**config.mk**
```make
export PLATFORM = sky130hd
export DESIGN_NAME = onewire_slot_engine
export DESIGN_NICKNAME = d
export VERILOG_FILES = /design/src/rtl/onewire_slot_engine.sv
export SDC_FILE = /design/constraint.sdc
export NUM_CORES = 1
export LEC_CHECK = 0
export BUFFER_PORTS_ARGS = -buffer_cell sky130_fd_sc_hd__buf_2
export CORE_ASPECT_RATIO = 0.6
export CORE_MARGIN = 2
export CORE_UTILIZATION = 45
export DETAILED_ROUTE_END_ITERATION = 10
export PLACE_DENSITY = 0.65
export SLEW_MARGIN = 10
export SYNTH_ARGS = -nofsm -noshare
export SYNTH_HDL_FRONTEND = slang
export SYNTH_SLANG_ARGS = --single-unit
export TNS_END_PERCENT = 100
```
**constraint.sdc**
```tcl
create_clock -name clk -period 2.92 [get_ports clk]
set_input_delay 0.584 -clock clk [delete_from_list [all_inputs] [get_ports clk]]
set_output_delay 0.584 -clock clk [all_outputs]
set_load 0.01 [all_outputs]
```
**src/rtl/onewire_slot_engine.sv**
```systemverilog
// 1-Wire bit-slot engine: runs up to NUM_BITS read or write slots, LSB first, for the master FSM.
// A transfer takes nbits*SLOT_CYC cycles plus a one-cycle done pulse; start is only taken in IDLE and never queued.
module onewire_slot_engine #(
    parameter int CLK_PER_US  = 27,
    parameter int NUM_BITS    = 8,
    parameter int T_SLOT_US   = 70,
    parameter int T_DRIVE_US  = 6,
    parameter int T_W0_US     = 60,
    parameter int T_SAMPLE_US = 15,
    localparam int BW         = $clog2(NUM_BITS + 1)
) (
    input  logic                clk,
    input  logic                rst,
    input  logic                start,
    input  logic                mode,
    input  logic [BW-1:0]       nbits,
    input  logic [NUM_BITS-1:0] wr_data,
    input  logic                ow_in,
    output logic                drive_low,
    output logic                busy,
    output logic                done,
    output logic [NUM_BITS-1:0] rd_data,
    output logic [BW-1:0]       bit_idx
);

    localparam int SLOT_CYC   = T_SLOT_US * CLK_PER_US;
    localparam int DRIVE_CYC  = T_DRIVE_US * CLK_PER_US;
    localparam int W0_CYC     = T_W0_US * CLK_PER_US;
    localparam int SAMPLE_CYC = T_SAMPLE_US * CLK_PER_US;
    localparam int CW         = $clog2(SLOT_CYC);

    localparam logic [CW-1:0] SLOT_LAST = CW'(SLOT_CYC - 1);
    localparam logic [CW-1:0] DRV_C     = CW'(DRIVE_CYC);
    localparam logic [CW-1:0] W0_C      = CW'(W0_CYC);
    localparam logic [CW-1:0] SMP_C     = CW'(SAMPLE_CYC);
    localparam logic [BW-1:0] NB_MAX    = BW'(NUM_BITS);

    if (!(DRIVE_CYC < SAMPLE_CYC && SAMPLE_CYC < SLOT_CYC &&
          DRIVE_CYC < W0_CYC && W0_CYC < SLOT_CYC)) begin : g_bad_timing
        $error("onewire_slot_engine: slot timing parameters are inconsistent");
    end

    typedef enum logic [1:0] {IDLE, SLOT, FIN} state_t;

    state_t              state_q;
    logic [CW-1:0]       cnt_q;
    logic [BW-1:0]       bit_idx_q;
    logic [BW-1:0]       nbits_q;
    logic                mode_q;
    logic [NUM_BITS-1:0] wr_q;
    logic [NUM_BITS-1:0] rd_q;
    logic                drive_q;
    logic                busy_q;
    logic                done_q;

    // Write-0 slots hold the bus low for most of the slot; everything else is a short pulse.
    function automatic logic [CW-1:0] low_cyc(input logic wr_mode, input logic wr_bit);
        return (wr_mode && !wr_bit) ? W0_C : DRV_C;
    endfunction

    logic [BW-1:0]       nb_clamp;
    logic [NUM_BITS-1:0] wr_shift_cur;
    logic [NUM_BITS-1:0] wr_shift_nxt;
    logic [CW-1:0]       cnt_inc;
    logic                last_slot;

    assign nb_clamp     = (nbits > NB_MAX) ? NB_MAX : nbits;
    assign wr_shift_cur = wr_q >> bit_idx_q;
    assign wr_shift_nxt = wr_q >> (bit_idx_q + BW'(1));
    assign cnt_inc      = cnt_q + CW'(1);
    assign last_slot    = (bit_idx_q == nbits_q - BW'(1));

    // drive_low is computed one cycle ahead so the pad sees a clean registered level.
    always_ff @(posedge clk) begin
        if (rst) begin
            state_q   <= IDLE;
            cnt_q     <= '0;
            bit_idx_q <= '0;
            nbits_q   <= '0;
            mode_q    <= 1'b0;
            wr_q      <= '0;
            rd_q      <= '0;
            drive_q   <= 1'b0;
            busy_q    <= 1'b0;
            done_q    <= 1'b0;
        end else begin
            done_q <= 1'b0;
            unique case (state_q)
                IDLE: begin
                    if (start) begin
                        mode_q    <= mode;
                        wr_q      <= wr_data;
                        nbits_q   <= nb_clamp;
                        rd_q      <= '0;
                        bit_idx_q <= '0;
                        cnt_q     <= '0;
                        if (nb_clamp != '0) begin
                            state_q <= SLOT;
                            busy_q  <= 1'b1;
                            drive_q <= (low_cyc(mode, wr_data[0]) != '0);
                        end else begin
                            state_q <= FIN;
                            done_q  <= 1'b1;
                        end
                    end
                end
                SLOT: begin
                    if (!mode_q && cnt_q == SMP_C) begin
                        rd_q <= rd_q | (NUM_BITS'(ow_in) << bit_idx_q);
                    end
                    if (cnt_q == SLOT_LAST) begin
                        cnt_q     <= '0;
                        bit_idx_q <= bit_idx_q + BW'(1);
                        if (last_slot) begin
                            state_q <= FIN;
                            busy_q  <= 1'b0;
                            drive_q <= 1'b0;
                            done_q  <= 1'b1;
                        end else begin
                            drive_q <= (low_cyc(mode_q, wr_shift_nxt[0]) != '0);
                        end
                    end else begin
                        cnt_q   <= cnt_inc;
                        drive_q <= (cnt_inc < low_cyc(mode_q, wr_shift_cur[0]));
                    end
                end
                FIN: begin
                    state_q <= IDLE;
                end
                default: begin
                    state_q <= IDLE;
                end
            endcase
        end
    end

    assign drive_low = drive_q;
    assign busy      = busy_q;
    assign done      = done_q;
    assign rd_data   = rd_q;
    assign bit_idx   = bit_idx_q;

endmodule
```
; Word-level counts from Yosys, hierarchy flattened
; Index checks and enable logic that the tools add are counted.
[word_totals]
regBits = 41
inputBits = 17
output_inout_bits = 15
elab_cells = 81
[classes]
addsub = 3
order_cmp = 2
n_eq_ne = 9
shifts = 3
mux = 33
bitwise = 1
n_reduce_logical = 20
[op_table]
columns = operator, count
row1 = $mux 11, 5
row2 = $pmux 11 s2, 1
row3 = $reduce_bool 11->1, 2
row4 = $mux 8, 2
row5 = $pmux 8 s2, 1
row6 = $shr 8x4->1, 2
row7 = $mux 1, 12
row8 = $mux 4, 3
row9 = $reduce_and 3->1, 4
row10 = $add 11x1->11 const B, 1
row11 = $eq 11x11->1 const B, 1
row12 = $eq 11x9->1 const B, 1
row13 = $lt 11x11->1, 1
row14 = $ne 2x2->1 const B, 5
row15 = $mux 2, 4
row16 = $or 8x8->8, 1
row17 = $pmux 4 s2, 1
row18 = $shl 1x4->8, 1
row19 = $pmux 1 s2, 3
row20 = $reduce_and 5->1, 1
row21 = $add 4x1->4 const B, 1
row22 = $eq 4x4->1, 1
row23 = $gt 4x4->1 const B, 1
row24 = $logic_and 1x1->1, 4
row25 = 8 further kinds, 12

; Logic depth before layout (Yosys ltp)
[depth]
word_depth = 9
ltp_mapped = 11
mapped_depth_nobuf = 10

; Worst setup path before layout
; OpenSTA, ideal clock, no wires.
[synth_path]
kind = flip-flop to flip-flop
from = register bit_idx_q[0], in the netlist bit_idx[0]
to = register drive_q, in the netlist drive_low
setup_ns = 0.070
arrival_ns = 2.696
required_ns = 2.850
path_slack_ns = 0.154
stages_incl_launch_ff = 12
path_buffers = 1
synth_period_minus_slack_ns = 2.766
path_cell_list = dfxtp_1 > buf_2 > mux4_2 > mux2i_1 > o21ai_0 > ha_1 > nor2b_1 > or4_1 > and3_1 > nor4_1 > o31ai_1 > a21oi_1
[synth_via]
elab_chain_cells = 9
[synth_rtl]
columns = element, line
row1 = start: declaration, 47  ; logic [BW-1:0] bit_idx_q;
row2 = start signal: assignment, 113  ; bit_idx_q <= bit_idx_q + BW'(1);
row3 = $add 4x1->4, 69  ; assign wr_shift_nxt = wr_q >> (bit_idx_q + BW'(1));
row4 = $shr 8x4->1, 69
row5 = $logic_not 1->1, 58  ; return (wr_mode && !wr_bit) ? W0_C : DRV_C;
row6 = $logic_and 1x1->1, 58
row7 = $mux 11, 58
row8 = $reduce_bool 11->1, 120  ; drive_q <= (low_cyc(mode_q, wr_shift_nxt[0]) != '0);
row9 = $mux 1, 114  ; if (last_slot) begin
row10 = $mux 1 (*), 111  ; if (cnt_q == SLOT_LAST) begin
row11 = $pmux 1 s2 (*), 88  ; unique case (state_q)
row12 = end signal: assignment, 100  ; drive_q <= (low_cyc(mode, wr_data[0]) != '0);
row13 = end signal: assignment, 120
row14 = end signal: assignment, 124  ; drive_q <= (cnt_inc < low_cyc(mode_q, wr_shift_cur[0]));
row15 = end: declaration, 52  ; logic drive_q;
; Every way passes the cells marked *; elsewhere a longest branch is shown, timed or not.
; A chain may end at the register's enable or synchronous reset.

; Final worst setup path
; Ends and elaborated chain as after synthesis.

==> results.json <==
{
  "path_delay_family": "simple AND/OR/NAND/NOR gates",
  "dr.pass1.iters": 4,
  "final_hold_viol_count": 0,
  "grt_pass1_wl_microns": 8570,
  "cap_violations": 0,
  "critPathCaptureType": "flop",
  "period_minus_slack_ps": 2690,
  "cp-startpoint": "bit_idx[0]$_SDFFE_PP0P_",
  "setup_slack_ps": 232,
  "synth_cell_types": 44,
  "path_clk_slew_ps": 70,
  "drtIter0Drc": 122,
  "slew_viol_final": 0,
  "nets": 315,
  "worst_pin_slew_ps": 729,
  "ys_async_sr_fraction_pct": 0,
  "gr-usage-met1_pct": 31.1,
  "total_power_uw": 1110,
  "port_buffers": 31,
  "ctsHtreeMaxLevel": 2,
  "nFillCells": 458,
  "ant_nets": 0,
  "gp_congestion": 0.927,
  "path_class": "flop to flop",
  "cts_made_buffers": 5,
  "worst_setup_path_start_kind": "flop",
  "synth_xor_area_share_pct": 6.83,
  "slew_headroom_pct": 51.3,
  "dieArea_sq_um": 5430,
  "cts-root-buf": "clkbuf_8",
  "path_buf_inv": 0,
  "peakVddDrop_mv": 0.268,
  "fin_tns_setup_ps": 0,
  "synthSimpleGateAreaFrac_pct": 29.0,
  "die_h_microns": 57.9,
  "synth_compound_area_share_pct": 15.0,
  "initial_utilization_pct": 47.3,
  "rsz0062_at_grt": "no",
  "diodes": 0,
  "vias": 1933,
  "grt_start_max_net_pins": 35,
  "syn_avg_cell_area_sq_um": 8.19,
  "power.density_nw_per_um2": 449,
  "synth-seq-cells": 41,
  "cp_max_fo": 6,
  "synthMuxAreaShare_pct": 2.53,
  "yosysSeqAreaShare_pct": 37.7,
  "stdcell_area_sq_um": 2470,
  "synth_fa_ha_area_share_pct": 4.48,
  "slowest_delay_ps": 530,
  "cts_tree": "yes",
  "top_usage_layer": "met1",
  "dieWidth_microns": 93.8,
  "yosysTopAreaCell": "dfxtp_1",
  "worstReg2RegStart": "bit_idx[0]$_SDFFE_PP0P_",
  "rows": 19,
  "max_freq_ghz": 0.372,
  "drc": 0,
  "required_ps": 3150,
  "drive_above_1_share_pct": 19.5,
  "first_global_vias": 1765,
  "ys_top_cells_by_count": "41 x dfxtp_1, 33 x nand2_1, 32 x nor2_1, 23 x a21oi_1, 13 x clkbuf_1",
  "p_leak_uw": 0.000972,
  "io_pins": 32,
  "fin_util_pct": 53.5,
  "clk_path_buf_depth": 2,
  "antenna_found_initial": 0,
  "status": "complete, no violations",
  "crit_arrival_ps": 2920,
  "post-dp-hpwl_microns": 3840,
  "placed_cell_area_sq_um": 2380,
  "setup_viol": 0,
  "synth_edf_count": 0,
  "detail_route.wl_per_cell_microns": 14.7,
  "path_cells": "mux4_2, mux2i_1, o21ai_0, ha_1, nor2b_1, or4_1, and3_1, nor4_1, o31ai_1, a21oi_1",
  "place_ws_ps": 150,
  "synth-warning-count": 0,
  "yosys.cell_count.top_type": "dfxtp_1",
  "min_from": "wr_q[7]$_SDFFE_PP0P_",
  "met2_usage_pct": 27.9,
  "cts.sinks": 41,
  "ys.flop_type": "dfxtp_1",
  "core_sq_um": 4610,
  "grt_use_total_pct": 20.3,
  "synth_top_family_by_area": "simple AND/OR/NAND/NOR gates",
  "grt.overflow.total": 0,
  "min_period_over_period_pct": 92.1,
  "netlist_area_sq_um": 2180,
  "insertion_delay_ps": 300,
  "cp_slowest_cell": "mux4_2",
  "met3_usage_pct": 5.98,
  "synth_top_area_share_pct": 37.7,
  "synth_area_leaders": "dfxtp_1 38%, nand2_1 5.7%, nor2_1 5.5%",
  "vias_per_cell": 5.45,
  "worstHoldPathType": "flop to flop",
  "syn-num-nets": 290,
  "fin_skew_ps": 7.93,
  "syn_inst": 266,
  "totalWireLength_microns": 5230,
  "syn_to_final_growth_pct": 13.2
}
logic make-up after synthesis:
logic type,count (synthesis)
buffers and inverters,23
DFF,41
muxes,3
xor gates and xnor gates,17
AOI/OAI and AO/OA,53
and+or+nand+nor,121
adders and majority gates,8
area by class of cell:
type | count | area (sq um) | area share, %
clock inverters | 3 | 17.5 | 0.710
inverters | 4 | 15.0 | 0.609
clock buffers | 5 | 68.8 | 2.79
repair buffers | 37 | 200 | 8.11
well taps | 63 | 78.8 | 3.19
multi-input cells | 202 | 1260 | 51.3
flip-flops and latches | 41 | 822 | 33.3
power by group:
part / internal (uW) / switching, uW / total (uW)
combinational: 57.8 / 86.0 / 144
sequential: 578 / 17.2 / 595
clock: 165 / 204 / 369
layout by cell type, fill, tap and decap left out, types with 2 or more instances in the layout:
cell / count
ha_1: 7
clkinv_2: 2
a31oi_1: 2
xor2_1: 6
nor4b_4: 2
nor4_1: 3
nand3b_1: 3
nor2b_1: 3
o21ai_0: 7
buf_4: 6
nand3_1: 11
inv_1: 4
buf_2: 31
xnor2_1: 11
nor3b_1: 2
nand2b_1: 5
mux4_2: 2
clkbuf_8: 5
o21a_1: 8
dfxtp_1: 40
and3_1: 4
a211oi_1: 3
nor3_1: 11
o31ai_1: 2
nand4_1: 2
a22oi_1: 5
nand2_1: 33
nor2_1: 32
a21oi_1: 23
through the flow:
step,hold WS (ps),instances
after floorplan,433,266
after global routing,488,355
after global placement,444,347
after CTS,460,355
final,457,355
after detailed placement,449,347
final timing paths:
| path | slack, ps | cells after the start | endpoint |
|---|---|---|---|
| worst max-delay path | 230 | 10 | drive_low$_SDFFE_PP0P_ |
| worst min-delay path | 460 | 2 | wr_q[7]$_SDFFE_PP0P_ |
| worst max register to register | 230 | 10 | drive_low$_SDFFE_PP0P_ |
| worst min register to register | 460 | 2 | wr_q[7]$_SDFFE_PP0P_ |
timing repair:
action | in CTS | in global routing
endpoints found under the setup margin | 0 | 1
hold buffers | 0 | 0
gates resized for setup | 0 | 1
endpoints found under the hold margin | 0 | 0
setup buffers | 0 | 0
worst reg2reg max path: stages, from the launching register on:
cell and delay, ps:
dfxtp_2 400, mux4_2 530, mux2i_1 140, o21ai_0 120, ha_1 320, nor2b_1 130
or4_1 390, and3_1 190, nor4_1 190, o31ai_1 110, a21oi_1 110
registers in the layout, indices dropped and copies added (netlist names), 2 cells and up:
name / cells
cnt_q: 11
rd_data: 8
wr_q: 8
bit_idx: 4
nbits_q: 4
state_q: 2
metal layers:
layer,share of wire [%],up-vias,routed length (microns)
met4,0.69,0,36
met2,39,66,2060
met5,0,-,0
li1,-,968,-
met3,7.9,5,414
met1,52,894,2720
No activity file was read; power rests on OpenSTA's default activity.
